**config.mk**
```make
export PLATFORM = sky130hd
export DESIGN_NAME = pll_lock_detect_flat
export DESIGN_NICKNAME = d
export VERILOG_FILES = /design/src/rtl/pll_lock_detect_pkg.sv /design/src/rtl/pll_lock_detect_if.sv /design/src/rtl/pll_lock_detect_sync_rise.sv /design/src/rtl/pll_lock_detect.sv /design/src/flat_wrapper.sv
export SDC_FILE = /design/constraint.sdc
export NUM_CORES = 1
export LEC_CHECK = 0
export CORE_MARGIN = 2
export CORE_UTILIZATION = 41
export CTS_CLUSTER_DIAMETER = 120
export DETAILED_ROUTE_END_ITERATION = 8
export PLACE_DENSITY_LB_ADDON = 0.12
export SLEW_MARGIN = 20
export SYNTH_ARGS = -nofsm -noshare
export SYNTH_HDL_FRONTEND = slang
export SYNTH_SLANG_ARGS = --single-unit
```
**constraint.sdc**
```tcl
create_clock -name clock -period 3 [get_ports clock]
set_input_delay 0.45 -clock clock [delete_from_list [all_inputs] [get_ports clock]]
set_output_delay 0.45 -clock clock [all_outputs]
set_load 0.01 [all_outputs]
```
**src/rtl/pll_lock_detect_pkg.sv**
```systemverilog
// Shared types and default constants for the Canary PLL digital lock detector.
package pll_lock_pkg;

  typedef enum logic [1:0] {
    IDLE    = 2'd0,
    ARM     = 2'd1,
    ACQUIRE = 2'd2,
    LOCKED  = 2'd3
  } lock_state_t;

  localparam int DEF_CNT_W        = 10;
  localparam int DEF_DIVN_W       = 8;
  localparam int DEF_TOL          = 1;
  localparam int DEF_LOCK_COUNT   = 16;
  localparam int DEF_UNLOCK_COUNT = 2;

  localparam int unsigned CNT_MAX = (32'd1 << DEF_CNT_W) - 32'd1;

endpackage

```
**src/rtl/pll_lock_detect_if.sv**
```systemverilog
// Control/status bundle between the lock detector and its consumer.
interface pll_lock_detect_if
  import pll_lock_pkg::*;
#(
  parameter int CNT_W  = DEF_CNT_W,
  parameter int DIVN_W = DEF_DIVN_W
);
  logic              enable;
  logic              refclk;
  logic [DIVN_W-1:0] divn;
  logic              locked;
  logic [CNT_W-1:0]  period;
  logic              period_valid;
  logic              unlock_pulse;

  modport master (
    output enable, refclk, divn,
    input  locked, period, period_valid, unlock_pulse
  );

  modport slave (
    input  enable, refclk, divn,
    output locked, period, period_valid, unlock_pulse
  );
endinterface

```
**src/rtl/pll_lock_detect_sync_rise.sv**
```systemverilog
// Multi-flop synchronizer for an asynchronous level, followed by a registered
// rising-edge pulse.
module sync_rise #(
  parameter int STAGES = 2
) (
  input  logic clock,
  input  logic reset,
  input  logic din,
  output logic rise
);
  logic [STAGES-1:0] sync;
  logic              prev;

  // Synchronizer chain, edge-history flop and registered rise pulse
  always_ff @(posedge clock or posedge reset) begin
    if (reset) begin
      sync <= '0;
      prev <= 1'b0;
      rise <= 1'b0;
    end else begin
      sync <= {sync[STAGES-2:0], din};
      prev <= sync[STAGES-1];
      rise <= sync[STAGES-1] & ~prev;
    end
  end
endmodule

```
**src/rtl/pll_lock_detect.sv**
```systemverilog
// Lock detector: measures pclk cycles per reference period and tracks lock
// with acquire/unlock hysteresis and loss-of-reference detection.
module pll_lock_detect
  import pll_lock_pkg::*;
#(
  parameter int CNT_W        = DEF_CNT_W,
  parameter int DIVN_W       = DEF_DIVN_W,
  parameter int TOL          = DEF_TOL,
  parameter int LOCK_COUNT   = DEF_LOCK_COUNT,
  parameter int UNLOCK_COUNT = DEF_UNLOCK_COUNT
) (
  input  logic             clock,
  input  logic             reset,
  pll_lock_detect_if.slave bus
);
  localparam int GOOD_W = $clog2(LOCK_COUNT + 1);
  localparam int BAD_W  = $clog2(UNLOCK_COUNT + 1);
  localparam logic [CNT_W-1:0] SAT_VAL = {CNT_W{1'b1}};
  localparam logic [CNT_W-1:0] CNT_ONE = {{(CNT_W-1){1'b0}}, 1'b1};

  lock_state_t       state;
  logic              ref_rise;
  logic [CNT_W-1:0]  cnt;
  logic [GOOD_W-1:0] good_cnt;
  logic [BAD_W-1:0]  bad_cnt;
  logic [DIVN_W-1:0] divn;
  logic              sat;
  logic              match;
  logic [CNT_W:0]    cnt_ext;
  logic [CNT_W:0]    divn_ext;
  logic [CNT_W:0]    diff;

  assign divn = bus.divn;

  sync_rise #(.STAGES(2)) u_ref_sync (
    .clock (clock),
    .reset (reset),
    .din   (bus.refclk),
    .rise  (ref_rise)
  );

  // Saturation flag and tolerance comparator (one bit wider so the difference never wraps)
  always_comb begin
    sat      = (cnt == SAT_VAL);
    cnt_ext  = {1'b0, cnt};
    divn_ext = (CNT_W+1)'(divn);
    if (cnt_ext >= divn_ext) begin
      diff = cnt_ext - divn_ext;
    end else begin
      diff = divn_ext - cnt_ext;
    end
    match = !sat && (divn != '0) && (diff <= (CNT_W+1)'(TOL));
  end

  // Period counter: restarts on every reference edge, saturates on reference loss
  always_ff @(posedge clock or posedge reset) begin
    if (reset) begin
      cnt <= '0;
    end else if (!bus.enable || state == IDLE) begin
      cnt <= '0;
    end else if (ref_rise) begin
      cnt <= CNT_ONE;
    end else if (state == ARM || sat) begin
      cnt <= cnt;
    end else begin
      cnt <= cnt + CNT_ONE;
    end
  end

  // Lock FSM with hysteresis counters and registered status outputs
  always_ff @(posedge clock or posedge reset) begin
    if (reset) begin
      state            <= IDLE;
      good_cnt         <= '0;
      bad_cnt          <= '0;
      bus.locked       <= 1'b0;
      bus.period       <= '0;
      bus.period_valid <= 1'b0;
      bus.unlock_pulse <= 1'b0;
    end else begin
      bus.period_valid <= 1'b0;
      bus.unlock_pulse <= 1'b0;
      if (!bus.enable) begin
        state      <= IDLE;
        good_cnt   <= '0;
        bad_cnt    <= '0;
        bus.locked <= 1'b0;
      end else begin
        case (state)
          IDLE: state <= ARM;
          ARM: begin
            if (ref_rise) state <= ACQUIRE;
          end
          ACQUIRE: begin
            if (ref_rise) begin
              bus.period       <= cnt;
              bus.period_valid <= 1'b1;
              if (!match) begin
                good_cnt <= '0;
              end else if (good_cnt == GOOD_W'(LOCK_COUNT - 1)) begin
                state      <= LOCKED;
                bus.locked <= 1'b1;
                good_cnt   <= '0;
                bad_cnt    <= '0;
              end else begin
                good_cnt <= good_cnt + {{(GOOD_W-1){1'b0}}, 1'b1};
              end
            end
          end
          LOCKED: begin
            // A reference edge coincident with saturation is measured, not treated as loss
            if (ref_rise) begin
              bus.period       <= cnt;
              bus.period_valid <= 1'b1;
              if (match) begin
                bad_cnt <= '0;
              end else if (bad_cnt == BAD_W'(UNLOCK_COUNT - 1)) begin
                state            <= ACQUIRE;
                bus.locked       <= 1'b0;
                bus.unlock_pulse <= 1'b1;
                good_cnt         <= '0;
                bad_cnt          <= '0;
              end else begin
                bad_cnt <= bad_cnt + {{(BAD_W-1){1'b0}}, 1'b1};
              end
            end else if (sat) begin
              state            <= ACQUIRE;
              bus.locked       <= 1'b0;
              bus.unlock_pulse <= 1'b1;
              good_cnt         <= '0;
              bad_cnt          <= '0;
            end
          end
          default: begin
            state      <= IDLE;
            bus.locked <= 1'b0;
          end
        endcase
      end
    end
  end
endmodule

```
**src/flat_wrapper.sv**
```systemverilog
// flat-port wrapper written by rule: the top's interface ports become plain ports
module pll_lock_detect_flat import pll_lock_pkg::*;
#(
  parameter int CNT_W        = DEF_CNT_W,
  parameter int DIVN_W       = DEF_DIVN_W,
  parameter int TOL          = DEF_TOL,
  parameter int LOCK_COUNT   = DEF_LOCK_COUNT,
  parameter int UNLOCK_COUNT = DEF_UNLOCK_COUNT
)
  (clock, reset, bus_enable, bus_refclk, bus_divn, bus_locked, bus_period, bus_period_valid, bus_unlock_pulse);
  pll_lock_detect_if #(.CNT_W(CNT_W), .DIVN_W(DIVN_W)) bus_i ();
  input  logic clock;
  input  logic reset;
  input wire logic [$bits(bus_i.enable)-1:0] bus_enable;
  input wire logic [$bits(bus_i.refclk)-1:0] bus_refclk;
  input wire logic [$bits(bus_i.divn)-1:0] bus_divn;
  output wire logic [$bits(bus_i.locked)-1:0] bus_locked;
  output wire logic [$bits(bus_i.period)-1:0] bus_period;
  output wire logic [$bits(bus_i.period_valid)-1:0] bus_period_valid;
  output wire logic [$bits(bus_i.unlock_pulse)-1:0] bus_unlock_pulse;
  assign bus_i.enable = bus_enable;
  assign bus_i.refclk = bus_refclk;
  assign bus_i.divn = bus_divn;
  assign bus_locked = bus_i.locked;
  assign bus_period = bus_i.period;
  assign bus_period_valid = bus_i.period_valid;
  assign bus_unlock_pulse = bus_i.unlock_pulse;
  pll_lock_detect #(.CNT_W(CNT_W), .DIVN_W(DIVN_W), .TOL(TOL), .LOCK_COUNT(LOCK_COUNT), .UNLOCK_COUNT(UNLOCK_COUNT)) u_core (.clock(clock), .reset(reset), .bus(bus_i));
endmodule
```
==> results.cfg <==
[cells_and_area]
final_cells = 457
layout-drive-gt1-share_pct = 28.0
nets = 413
diodes = 0
area_growth_pct = 41.4
utilization_pct = 60.8

[placement]
globalplace.congestion = 0.887
hpwl_um = 5170
dp.cells = 444
place_ws_ns = -0.534
io_buffers = 24

[critical_path]
cp-start-kind = input port
path_cells = clkdlybuf4s50_1 > inv_1 > ha_1 > and3_4 > buf_4 > o21ai_2 > a21oi_2 > or3_1 > a222oi_1 > nand4_2 > buf_6 > a31oi_4 > a221o_1
crit_type = input port to flop
worstPathRequired_ns = 3.24
r2r_cells = 13
cpMaxStageDelayCell = clkdlybuf4s50_1
crit_path_start = bus_divn[4]
crit_cells = 13
crit_family = compound AO/OA/AOI/OAI gates
endpoint_kind = flop
r2r-start = u_core.cnt[0]
max_stage_delay_ns = 0.49
crit_buf_inv = 4
crit_fanout = 6
crit_arrival_ns = 3.32

[detailed_routing]
drt_iter0_markers = 145
dr.pass1.iters = 4
via_per_inst = 5.56
ant_nets = 0
drcViolationCount = 0
wl_um = 7090
vias = 2541
avgRoutedWirePerCell_um = 15.5

[synthesis]
synth_flop_cell = dfrtp_1
yosysTopAreaCellShare_pct = 34.8
ys_seq_area_share_pct = 34.8
synth_cells = 303
synthesis.area_sq_mm = 0.00259
synth_top_cells_by_area = dfrtp_1 35%, ha_1 8.7%, o21ai_0 4.3%
yosysMostFrequentCell = dfrtp_1
synth_cell_type_count = 58
synth_common_cells = 36 x dfrtp_1, 28 x nor2_1, 27 x inv_1
ys.warnings.count = 0
synth.avg_cell_area_sq_um = 8.55
synth_top_cell_by_area = dfrtp_1
ys_ff_latch = 36
synth_nets = 335
synth-edff-count = 0
synthArstFlopShare_pct = 100

[floorplan]
die_y_um = 83.5
start_util_pct = 43.0
die-area_sq_mm = 0.00697
ioPinCount = 25
coreArea_sq_mm = 0.00603
rows = 28
die_w_um = 83.5

[min_path]
hp-start = u_core.u_ref_sync.sync[0]
min_path_cells = 0
hold_class = flop to flop

[sta]
min_period_ns = 3.08
fin_tns_setup_ns = -0.505
grt_setup_unrepaired = true
relSlewSlack_pct = 65.2
finalCritPeriodShare_pct = 103
finalSetupViolCount = 10
slew_violations = 0
max_clock_freq_ghz = 0.324
worst_slack_ns = -0.0839
finClkSkew_ns = 0.00716
hold_viol = 0
worstMarginPinSlew_ns = 0.520

[global_routing]
grt_pass1_wl_um = 11600
antenna_found_initial = 0
grt_max_degree = 37
grt_pass1_vias = 2492
grt_usage_pct = 20.4
globalRouteOverflowTotal = 0

[outcome]
violations = setup timing
outcome = complete, but fails checks

[pwr]
power.leakage_nw = 1.63
p_per_area_mw_per_mm2 = 362
ir_drop_uv = 520
finalPower_w = 0.00133

[cts]
postCtsHoldBufs = 0
htree_num_levels = 2
clk_path_buf_depth = 2
insertion_delay_ns = 0.29
numClockSinks = 36
clk_pin_slew_ns = 0.08
cts_tree = yes
cts_buffers = 5
cts_root_buffer = clkbuf_8

[run]
maxCapViolations = 0
==> path summary, 6_finish.rpt <==
| path | slack [ns] | to |
|---|---|---|
| worst max-delay path | -0.08 | u_core.good_cnt[3] |
| worst min-delay path | 0.36 | u_core.u_ref_sync.sync[1] |
| worst max register to register | -0.01 | u_core.good_cnt[3] |
| worst min register to register | 0.36 | u_core.u_ref_sync.sync[1] |
| max in group asynchronous | 2.12 | u_core.bus.period[1] |
| min in group asynchronous | 0.56 | u_core.u_ref_sync.sync[0] |
==> where the power goes <==
group          internal [W]  switching, W
Clock              0.000416      0.000184
Sequential         0.000495     0.0000103
Combinational      0.000105      0.000115
Total               0.00102      0.000310
==> per-layer routing <==
layer	part of all wire, %	track usage, %	up-vias
met2	46	31.7	88
met4	2.0	7.77	0
li1	-	-	1235
met1	48	28.8	1204
met5	0	0	-
met3	4.1	2.87	14
==> placed cells by master, fill, tap and decap left out, types with 8 or more instances in the layout <==
cell | Yosys | final
buf_4 | 4 | 56
nor2_1 | 28 | 28
a21oi_1 | 17 | 16
xnor2_1 | 10 | 10
nand3_1 | 9 | 8
o21ai_0 | 22 | 21
nand2_1 | 22 | 22
inv_1 | 27 | 21
dfrtp_1 | 36 | 36
clkdlybuf4s50_1 | 0 | 18
ha_1 | 18 | 11
==> repair_timing <==
item / CTS / global route
pin swaps: 18 / 17
setup endpoints to repair: 10 / 10
gates cloned: 1 / 0
resized for setup: 26 / 21
buffers inserted: 2 / 2
endpoints found under the hold margin: 0 / 0
==> through the flow <==
stage / area [sq um] / hold WS, ns
floorplan: 2590 / 0.331
global placement: 3260 / 0.336
detailed placement: 3260 / 0.345
CTS: 3530 / 0.363
global route: 3660 / 0.370
finish: 3660 / 0.361
==> kinds of logic (layout without fill, tap and decap cells) <==
kind of cell / count (synthesis) / count (layout) / share of synthesized area [%]
adders and majority gates: 20 / 20 / 10.2
AOI/OAI and AO/OA: 88 / 88 / 23.1
xor gates and xnor gates: 13 / 13 / 4.40
DFF: 36 / 36 / 34.8
buffers and inverters: 39 / 118 / 6.52
and+or+nand+nor: 107 / 107 / 21.0
==> registers in the layout, summed over array words and instances (netlist names), 2 cells and up <==
| name | cells |
|---|---|
| u_core.bad_cnt | 2 |
| u_core.bus.period | 10 |
| u_core.cnt | 10 |
| u_core.good_cnt | 5 |
| u_core.state | 2 |
| u_core.u_ref_sync.sync | 2 |
==> layout make-up <==
type	count	area [sq um]
Multi-Input combinational cell	228	1720
Timing Repair Buffer	82	681
Sequential cell	36	901
Tap cell	75	93.8
Inverter	28	105
Fill cell	532	2360
Clock buffer	5	68.8
Clock inverter	3	90.1
Power figures use the tool's default switching activity.
